[src/rtl/mult_div_unit.sv]
// Iterative multiply/divide unit that owns the HI/LO registers.
// MULT/MULTU use shift-add and DIV/DIVU use restoring division, one bit per clock.
module mult_div_unit #(
    parameter int WIDTH = 32
) (
    input  logic             CLK,
    input  logic             RST,
    input  logic             start,
    input  logic [1:0]       op,
    input  logic [WIDTH-1:0] a,
    input  logic [WIDTH-1:0] b,
    input  logic             wr_hi,
    input  logic             wr_lo,
    input  logic [WIDTH-1:0] wdata,
    output logic             busy,
    output logic             done,
    output logic             div_by_zero,
    output logic [WIDTH-1:0] hi,
    output logic [WIDTH-1:0] lo
);

    localparam int CW = (WIDTH > 1) ? $clog2(WIDTH) : 1;
    localparam logic [CW-1:0] LAST = CW'(WIDTH - 1);

    typedef enum logic [1:0] {IDLE, RUN, FIN} state_t;

    function automatic logic [WIDTH-1:0] neg_w(input logic [WIDTH-1:0] x);
        return ~x + WIDTH'(1);
    endfunction

    function automatic logic [2*WIDTH-1:0] neg_2w(input logic [2*WIDTH-1:0] x);
        return ~x + (2*WIDTH)'(1);
    endfunction

    function automatic logic [WIDTH-1:0] abs_w(input logic [WIDTH-1:0] x, input logic is_signed);
        return (is_signed && x[WIDTH-1]) ? neg_w(x) : x;
    endfunction

    state_t            state, state_nxt;
    logic [CW-1:0]     count;
    logic [1:0]        op_q;
    logic              sign_a, sign_b;
    logic [WIDTH-1:0]  raw_a, opnd, acc_hi, acc_lo;
    logic              op_signed;
    logic [WIDTH-1:0]  mag_a, mag_b;
    logic              is_div, is_signed_q, by_zero;
    logic [WIDTH:0]    mul_sum, div_trial, div_diff;
    logic [2*WIDTH-1:0] prod;
    logic [WIDTH-1:0]  res_hi, res_lo;

    assign busy = (state != IDLE);

    always_ff @(posedge CLK) begin
        if (RST) state <= IDLE;
        else     state <= state_nxt;
    end

    always_comb begin
        state_nxt = state;
        case (state)
            IDLE:    if (start) state_nxt = RUN;
            RUN:     if (count == LAST) state_nxt = FIN;
            FIN:     state_nxt = IDLE;
            default: state_nxt = IDLE;
        endcase
    end

    // Operand magnitudes at issue; op[0]==0 selects the signed variants.
    always_comb begin
        op_signed = ~op[0];
        mag_a     = abs_w(a, op_signed);
        mag_b     = abs_w(b, op_signed);
    end

    // Per-iteration step and the sign-corrected final result.
    always_comb begin
        is_div      = op_q[1];
        is_signed_q = ~op_q[0];
        by_zero     = (opnd == '0);
        mul_sum     = {1'b0, acc_hi} + (acc_lo[0] ? {1'b0, opnd} : '0);
        div_trial   = {acc_hi, acc_lo[WIDTH-1]};
        div_diff    = div_trial - {1'b0, opnd};
        prod        = {acc_hi, acc_lo};
        res_hi      = acc_hi;
        res_lo      = acc_lo;
        if (!is_div) begin
            if (is_signed_q && (sign_a ^ sign_b)) prod = neg_2w(prod);
            res_hi = prod[2*WIDTH-1:WIDTH];
            res_lo = prod[WIDTH-1:0];
        end else if (by_zero) begin
            res_hi = raw_a;
            res_lo = '1;
        end else begin
            res_lo = (is_signed_q && (sign_a ^ sign_b)) ? neg_w(acc_lo) : acc_lo;
            res_hi = (is_signed_q && sign_a) ? neg_w(acc_hi) : acc_hi;
        end
    end

    always_ff @(posedge CLK) begin
        if (RST) begin
            count       <= '0;
            op_q        <= '0;
            sign_a      <= 1'b0;
            sign_b      <= 1'b0;
            raw_a       <= '0;
            opnd        <= '0;
            acc_hi      <= '0;
            acc_lo      <= '0;
            hi          <= '0;
            lo          <= '0;
            done        <= 1'b0;
            div_by_zero <= 1'b0;
        end else begin
            done <= 1'b0;
            case (state)
                IDLE: begin
                    if (start) begin
                        op_q        <= op;
                        sign_a      <= op_signed & a[WIDTH-1];
                        sign_b      <= op_signed & b[WIDTH-1];
                        raw_a       <= a;
                        count       <= '0;
                        acc_hi      <= '0;
                        div_by_zero <= 1'b0;
                        acc_lo      <= op[1] ? mag_a : mag_b;
                        opnd        <= op[1] ? mag_b : mag_a;
                    end else begin
                        if (wr_hi) hi <= wdata;
                        if (wr_lo) lo <= wdata;
                    end
                end
                RUN: begin
                    count <= count + CW'(1);
                    if (is_div) begin
                        if (!div_diff[WIDTH]) begin
                            acc_hi <= div_diff[WIDTH-1:0];
                            acc_lo <= {acc_lo[WIDTH-2:0], 1'b1};
                        end else begin
                            acc_hi <= div_trial[WIDTH-1:0];
                            acc_lo <= {acc_lo[WIDTH-2:0], 1'b0};
                        end
                    end else begin
                        {acc_hi, acc_lo} <= {mul_sum, acc_lo[WIDTH-1:1]};
                    end
                end
                FIN: begin
                    hi          <= res_hi;
                    lo          <= res_lo;
                    div_by_zero <= is_div & by_zero;
                    done        <= 1'b1;
                end
                default: ;
            endcase
        end
    end

endmodule

[config.mk]
export PLATFORM = sky130hd
export DESIGN_NAME = mult_div_unit
export DESIGN_NICKNAME = d
export VERILOG_FILES = /design/src/rtl/mult_div_unit.sv
export SDC_FILE = /design/constraint.sdc
export NUM_CORES = 1
export LEC_CHECK = 0
export ABC_AREA = 1
export CORE_ASPECT_RATIO = 1.5
export CORE_UTILIZATION = 45
export CTS_CLUSTER_SIZE = 20
export DETAILED_ROUTE_END_ITERATION = 16
export PLACE_DENSITY = 0.73
export REMOVE_ABC_BUFFERS = 1
export SYNTH_ARGS = -nofsm -noshare
export SYNTH_HDL_FRONTEND = slang
export SYNTH_SLANG_ARGS = --single-unit
[constraint.sdc]
create_clock -name CLK -period 5.1 [get_ports CLK]
set_clock_uncertainty 0.2 [all_clocks]
set_input_delay 0.51 -clock CLK [delete_from_list [all_inputs] [get_ports CLK]]
set_output_delay 0.51 -clock CLK [all_outputs]
set_load 0.01 [all_outputs]
=== Word-level counts from Yosys, hierarchy flattened ===
Cells that the tools add are included.

* Add/sub/neg operators: 8
* Equal/unequal tests: 8
* Mux-type cells: 34
* Bitwise gates (word level): 11
* Reduce and logical (&&, ||, !) cells: 15

{| class="wikitable"
|+ Operator list
! operator !! count
|-
| two-way mux 32 bit || 20
|-
| one-hot mux 32 bit (2 select lines) || 4
|-
| adder 32 x 1 -> 32 bit, second input constant || 4
|-
| NOT 32 bit || 4
|-
| adder 64 x 1 -> 64 bit, second input constant || 1
|-
| two-way mux 64 bit || 1
|-
| NOT 64 bit || 1
|-
| adder 32 x 32 -> 33 bit || 1
|-
| subtractor 33 x 32 -> 33 bit || 1
|-
| logical NOT 32 bit || 1
|-
| != test 2 bit, second input constant || 5
|-
| one-hot mux 5 bit (2 select lines) || 1
|-
| AND reduction 2 bit || 4
|-
| AND reduction 3 bit || 2
|-
| nonzero test 2 bit || 3
|-
| adder 5 x 1 -> 5 bit, second input constant || 1
|-
| == test 5 bit, second input constant || 1
|-
| two-way mux 5 bit || 1
|-
| logical AND 1 bit || 4
|-
| two-way mux 2 bit || 2
|-
| one-hot mux 2 bit (2 select lines) || 1
|-
| AND 1 bit || 3
|-
| two-way mux 1 bit || 3
|-
| == test 2 x 1 -> 1 bit, second input constant || 1
|-
| 5 further kinds || 6
|}

* Flip-flop bits (word level): 205
* Input port bits: 103
* Output and inout port bits: 67
* Logic and storage cells: 89

=== Longest topological paths before layout ===
* Depth in word-level cells: 6
* Gate-level depth with buffers: 21
* Depth with buffers taken out: 19

=== Worst setup path after synthesis ===
No wires, ideal clock.

* Path kind: register -> register
* Start: register acc_lo[0]
* End: register acc_hi[31]
* Data arrival time: 2455 ps
* Required time: 4833 ps
* Setup slack: 2377 ps
* Cell stages (with the launch flop): 19
* Path buffers: 2
* Clock period less this slack: 2723 ps
* Cell sequence: dfxtp_1 > buf_2 > clkbuf_1 > nand2_1 > inv_1 > ha_1 > inv_1 > fa_1 > o21ai_0 > nand2_1 > nand2_1 > nand3_1 > nand3_1 > nand2_1 > nand3_1 > nand2_1 > inv_1 > nand2_1 > a21oi_2

* Cells in the longest elaborated chain, start to end: 4

{| class="wikitable"
|+ Ends and longest elaborated chain
! what !! line !! source
|-
| start: declaration || 43 || <nowiki>logic [WIDTH-1:0] raw_a, opnd, acc_hi, acc_lo;</nowiki>
|-
| start signal: assignment || 125 || <nowiki>acc_lo <= op[1] ? mag_a : mag_b;</nowiki>
|-
| start signal: assignment || 137 || <nowiki>acc_lo <= {acc_lo[WIDTH-2:0], 1'b1};</nowiki>
|-
| start signal: assignment || 140 || <nowiki>acc_lo <= {acc_lo[WIDTH-2:0], 1'b0};</nowiki>
|-
| two-way mux 32 bit || 80 || <nowiki>mul_sum = {1'b0, acc_hi} + (acc_lo[0] ? {1'b0, opnd} : '0);</nowiki>
|-
| adder 32 x 32 -> 33 bit || 80 ||
|-
| two-way mux 32 bit || 134 || <nowiki>if (is_div) begin</nowiki>
|-
| one-hot mux 32 bit (2 select lines) || 115 || <nowiki>case (state)</nowiki>
|-
| end signal: assignment || 136 || <nowiki>acc_hi <= div_diff[WIDTH-1:0];</nowiki>
|-
| end signal: assignment || 139 || <nowiki>acc_hi <= div_trial[WIDTH-1:0];</nowiki>
|-
| end signal: assignment || 143 || <nowiki>{acc_hi, acc_lo} <= {mul_sum, acc_lo[WIDTH-1:1]};</nowiki>
|-
| end: declaration || 43 ||
|}

No other way between the ends.
A chain may end at the register's enable or synchronous reset.

=== Final worst setup path ===
Same ends and word-level chain as after synthesis.

==> flow_metrics.py <==
metrics = {
    "status": {
        "status": "finished, final reports clean",
    },
    "synthesis": {
        "synthSimpleGateAreaFrac_pct": 40.4,
        "synth_top_family_by_area": "simple AND/OR/NAND/NOR gates",
        "synth-seq-cells": 205,
        "synthMuxAreaShare_pct": 0,
        "synth.area.top_cells": "dfxtp_1 (21%), nand2_1 (19%), nand3_1 (9.7%)",
        "synth_area_leader_cell": "dfxtp_1",
        "yosys_warnings": 0,
        "synth-main-ff-cell": "dfxtp_1",
        "yosysSeqAreaShare_pct": 20.7,
        "syn-cell-area_mm2": 0.0198,
        "synthAdderAreaFrac_pct": 4.63,
        "synthXorXnorAreaFrac_pct": 3.14,
        "synth-compound-area-share_pct": 18.4,
        "async_flop_share_pct": 0,
        "synth.distinct_cells": 53,
        "yosys.area.top_type_share_pct": 20.7,
        "synth_edf_count": 0,
        "syn_inst": 3534,
        "syn_area_per_cell_um2": 5.60,
    },
    "die": {
        "die_h_um": 259,
        "fp.dieW_um": 173,
        "core_area_mm2": 0.0432,
        "die-area_mm2": 0.0448,
        "io_pins": 170,
        "rows": 93,
        "start_util_pct": 45.8,
    },
    "sta": {
        "worst_slack_ns": 1.37,
        "slew_headroom_pct": 4.80,
        "finalSetupViolations": 0,
        "finalSetupTns_ns": 0,
        "grt_setup_unrepaired": "false",
        "drv_slew": 0,
        "maxClockFrequency_ghz": 0.268,
        "post-route-period-util_pct": 73.2,
        "tightest_slew_ns": 1.41,
        "hold_violations": 0,
        "finalCriticalPeriod_ns": 3.73,
    },
    "routing": {
        "vias": 24000,
        "wl_um": 85600,
        "drt_iter0_drc": 2093,
        "avgRoutedWirePerCell_um": 20.4,
        "first_pass_iters": 6,
        "route.detailed.drc": 0,
        "vias_per_cell": 5.71,
        "antenna_left": 0,
    },
    "place": {
        "dp_slack_ns": 1.63,
        "gp_congestion": 1.07,
        "place_hpwl_um": 66600,
        "port_buffers": 169,
        "placed_area_mm2": 0.0218,
    },
    "cells_and_area": {
        "post-route-cell-area_mm2": 0.0227,
        "nets": 3786,
        "area_growth_pct": 14.7,
        "final_common_cell": "nand2_1",
        "final_util_pct": 52.6,
        "num_antenna_cells": 0,
        "final_cell_mix": "nand2_1 (1006), inv_1 (475), nand3_1 (384), nor2_1 (314), a21oi_1 (308)",
        "drive_gt1_share_pct": 4.44,
    },
    "pwr": {
        "p_leak_uw": 0.0108,
        "peakVddDrop_mv": 0.226,
        "total_power_uw": 6330,
        "cellPowerDensity_mw_per_mm2": 279,
    },
    "clock_network": {
        "cts_hold_buf": 0,
        "clkSinkCount": 205,
        "cts_setup_buffers": 0,
        "clock_latency_ns": 0.57,
        "tritoncts": "built",
        "cts_buffers": 24,
        "cts_max_level": 1,
        "cts_buffer_depth": 3,
        "cts-root-buf": "clkbuf_16",
        "cts_resized": 0,
        "clkTransAtPathRegs_ns": 0.07,
    },
    "min_path": {
        "hold_depth": 2,
        "min_path_type": "primary input to flip-flop",
        "min_to": "count[4]$_SDFFE_PP0P_",
        "hold_start": "RST",
    },
    "setup_path": {
        "worst_ep_arrival_time_ns": 4.02,
        "r2r-end": "acc_hi[31]$_SDFFE_PP0P_",
        "cp-end-kind": "flip-flop",
        "crit_type": "flip-flop to flip-flop",
        "rr_worst_depth": 17,
        "reg2reg_slack_ns": 1.37,
        "start_kind": "flip-flop",
        "reg2reg_from": "acc_lo[0]$_SDFFE_PP0P_",
        "cp_max_fo": 33,
        "required_ns": 5.39,
    },
    "grt": {
        "grt_first_pass_wirelength_um": 128000,
        "antenna_found_initial": 0,
        "track_usage_pct": 37.1,
        "grt_pass1_vias": 22600,
        "grt_max_degree": 94,
        "grt.overflow.total": 0,
    },
    "flow_run": {
        "drv_cap": 0,
    },
}
## metal layers
layer | up-vias | track usage [%] | routed length, um
li1 | 11600 | - | -
met1 | 10900 | 39.6 | 30400
met2 | 1167 | 65.0 | 40900
met3 | 351 | 5.11 | 6140
met4 | 0 | 31.6 | 8080
met5 | - | 0 | 0
## state kept, by name, indices dropped and copies added (netlist names)
signal,flops
raw_a,32
done,1
acc_hi,32
acc_lo,32
state,2
opnd,32
op_q,2
lo,32
sign_a,1
div_by_zero,1
count,5
hi,32
sign_b,1
## worst max path at each step
stage,start,cells after the start,to
6_report,acc_lo[0]$_SDFFE_PP0P_,17,acc_hi[31]$_SDFFE_PP0P_
5_1_grt,acc_lo[0]$_SDFFE_PP0P_,16,acc_hi[27]$_SDFFE_PP0P_
4_1_cts,acc_lo[0]$_SDFFE_PP0P_,17,acc_hi[31]$_SDFFE_PP0P_
3_5_place_dp,a[31],11,acc_lo[26]$_SDFFE_PP0P_
3_3_place_gp,op[0],12,acc_lo[26]$_SDFFE_PP0P_
2_1_floorplan,state[1]$_SDFFE_PP0P_,6,lo[0]$_SDFFE_PP0P_
## stage by stage
stage                     cells  hold WS [ns]
after floorplan            3386         0.227
after detailed placement   4155         0.259
after global routing       4198         0.264
after global placement     4155         0.253
after CTS                  4198         0.246
final                      4198         0.260
## power breakdown
| part | switching (uW) | total (uW) | internal [uW] |
|---|---|---|---|
| logic | 1630 | 2420 | 786 |
| clock network | 792 | 2010 | 1210 |
| registers | 174 | 1910 | 1730 |
## layout make-up
class / instances / area (um^2)
clock buffers: 27 / 642
clock inverters: 16 / 258
flip-flops and latches: 205 / 4110
fillers: 4680 / 20500
well taps: 570 / 713
repair buffers: 199 / 1920
multi-input cells: 2691 / 13200
inverters: 490 / 1840
## critical path, stage by stage, from the launching register on
cell and delay [ns]:
dfxtp_1 0.49, buf_4 0.39, nand2_1 0.10, inv_1 0.07, ha_1 0.31, inv_1 0.13
fa_1 0.43, o21ai_0 0.53, nand2_1 0.15, nand2_1 0.14, nand3_1 0.13, nand3_1 0.15
nand2_1 0.07, nand3_1 0.06, nand2_1 0.06, inv_1 0.07, nand2_1 0.06, a21oi_2 0.10
## cell families after synthesis
family                   after synthesis
AO/OA/AOI/OAI                        682
XOR/XNOR                              71
adder cells (fa/ha/maj)               72
buffers and inverters                638
flip-flops                           205
AND/OR/NAND/NOR                     1866
## cell usage after synthesis (all sizes together), types with 5 or more instances
master,number
inv,485
nand2,1020
clkinv,5
nand4,28
o21ai,283
o221ai,7
nand3b,19
ha,70
a21oi,310
xnor2,11
o22ai,6
nor4,12
o211ai,26
nor2,341
a21o,6
o21bai,6
clkbuf,96
xor2,60
a31oi,17
nand3,396
nor3,31
dfxtp,205
buf,52
a22oi,5
or2,14
Power figures use the tool's default switching activity.
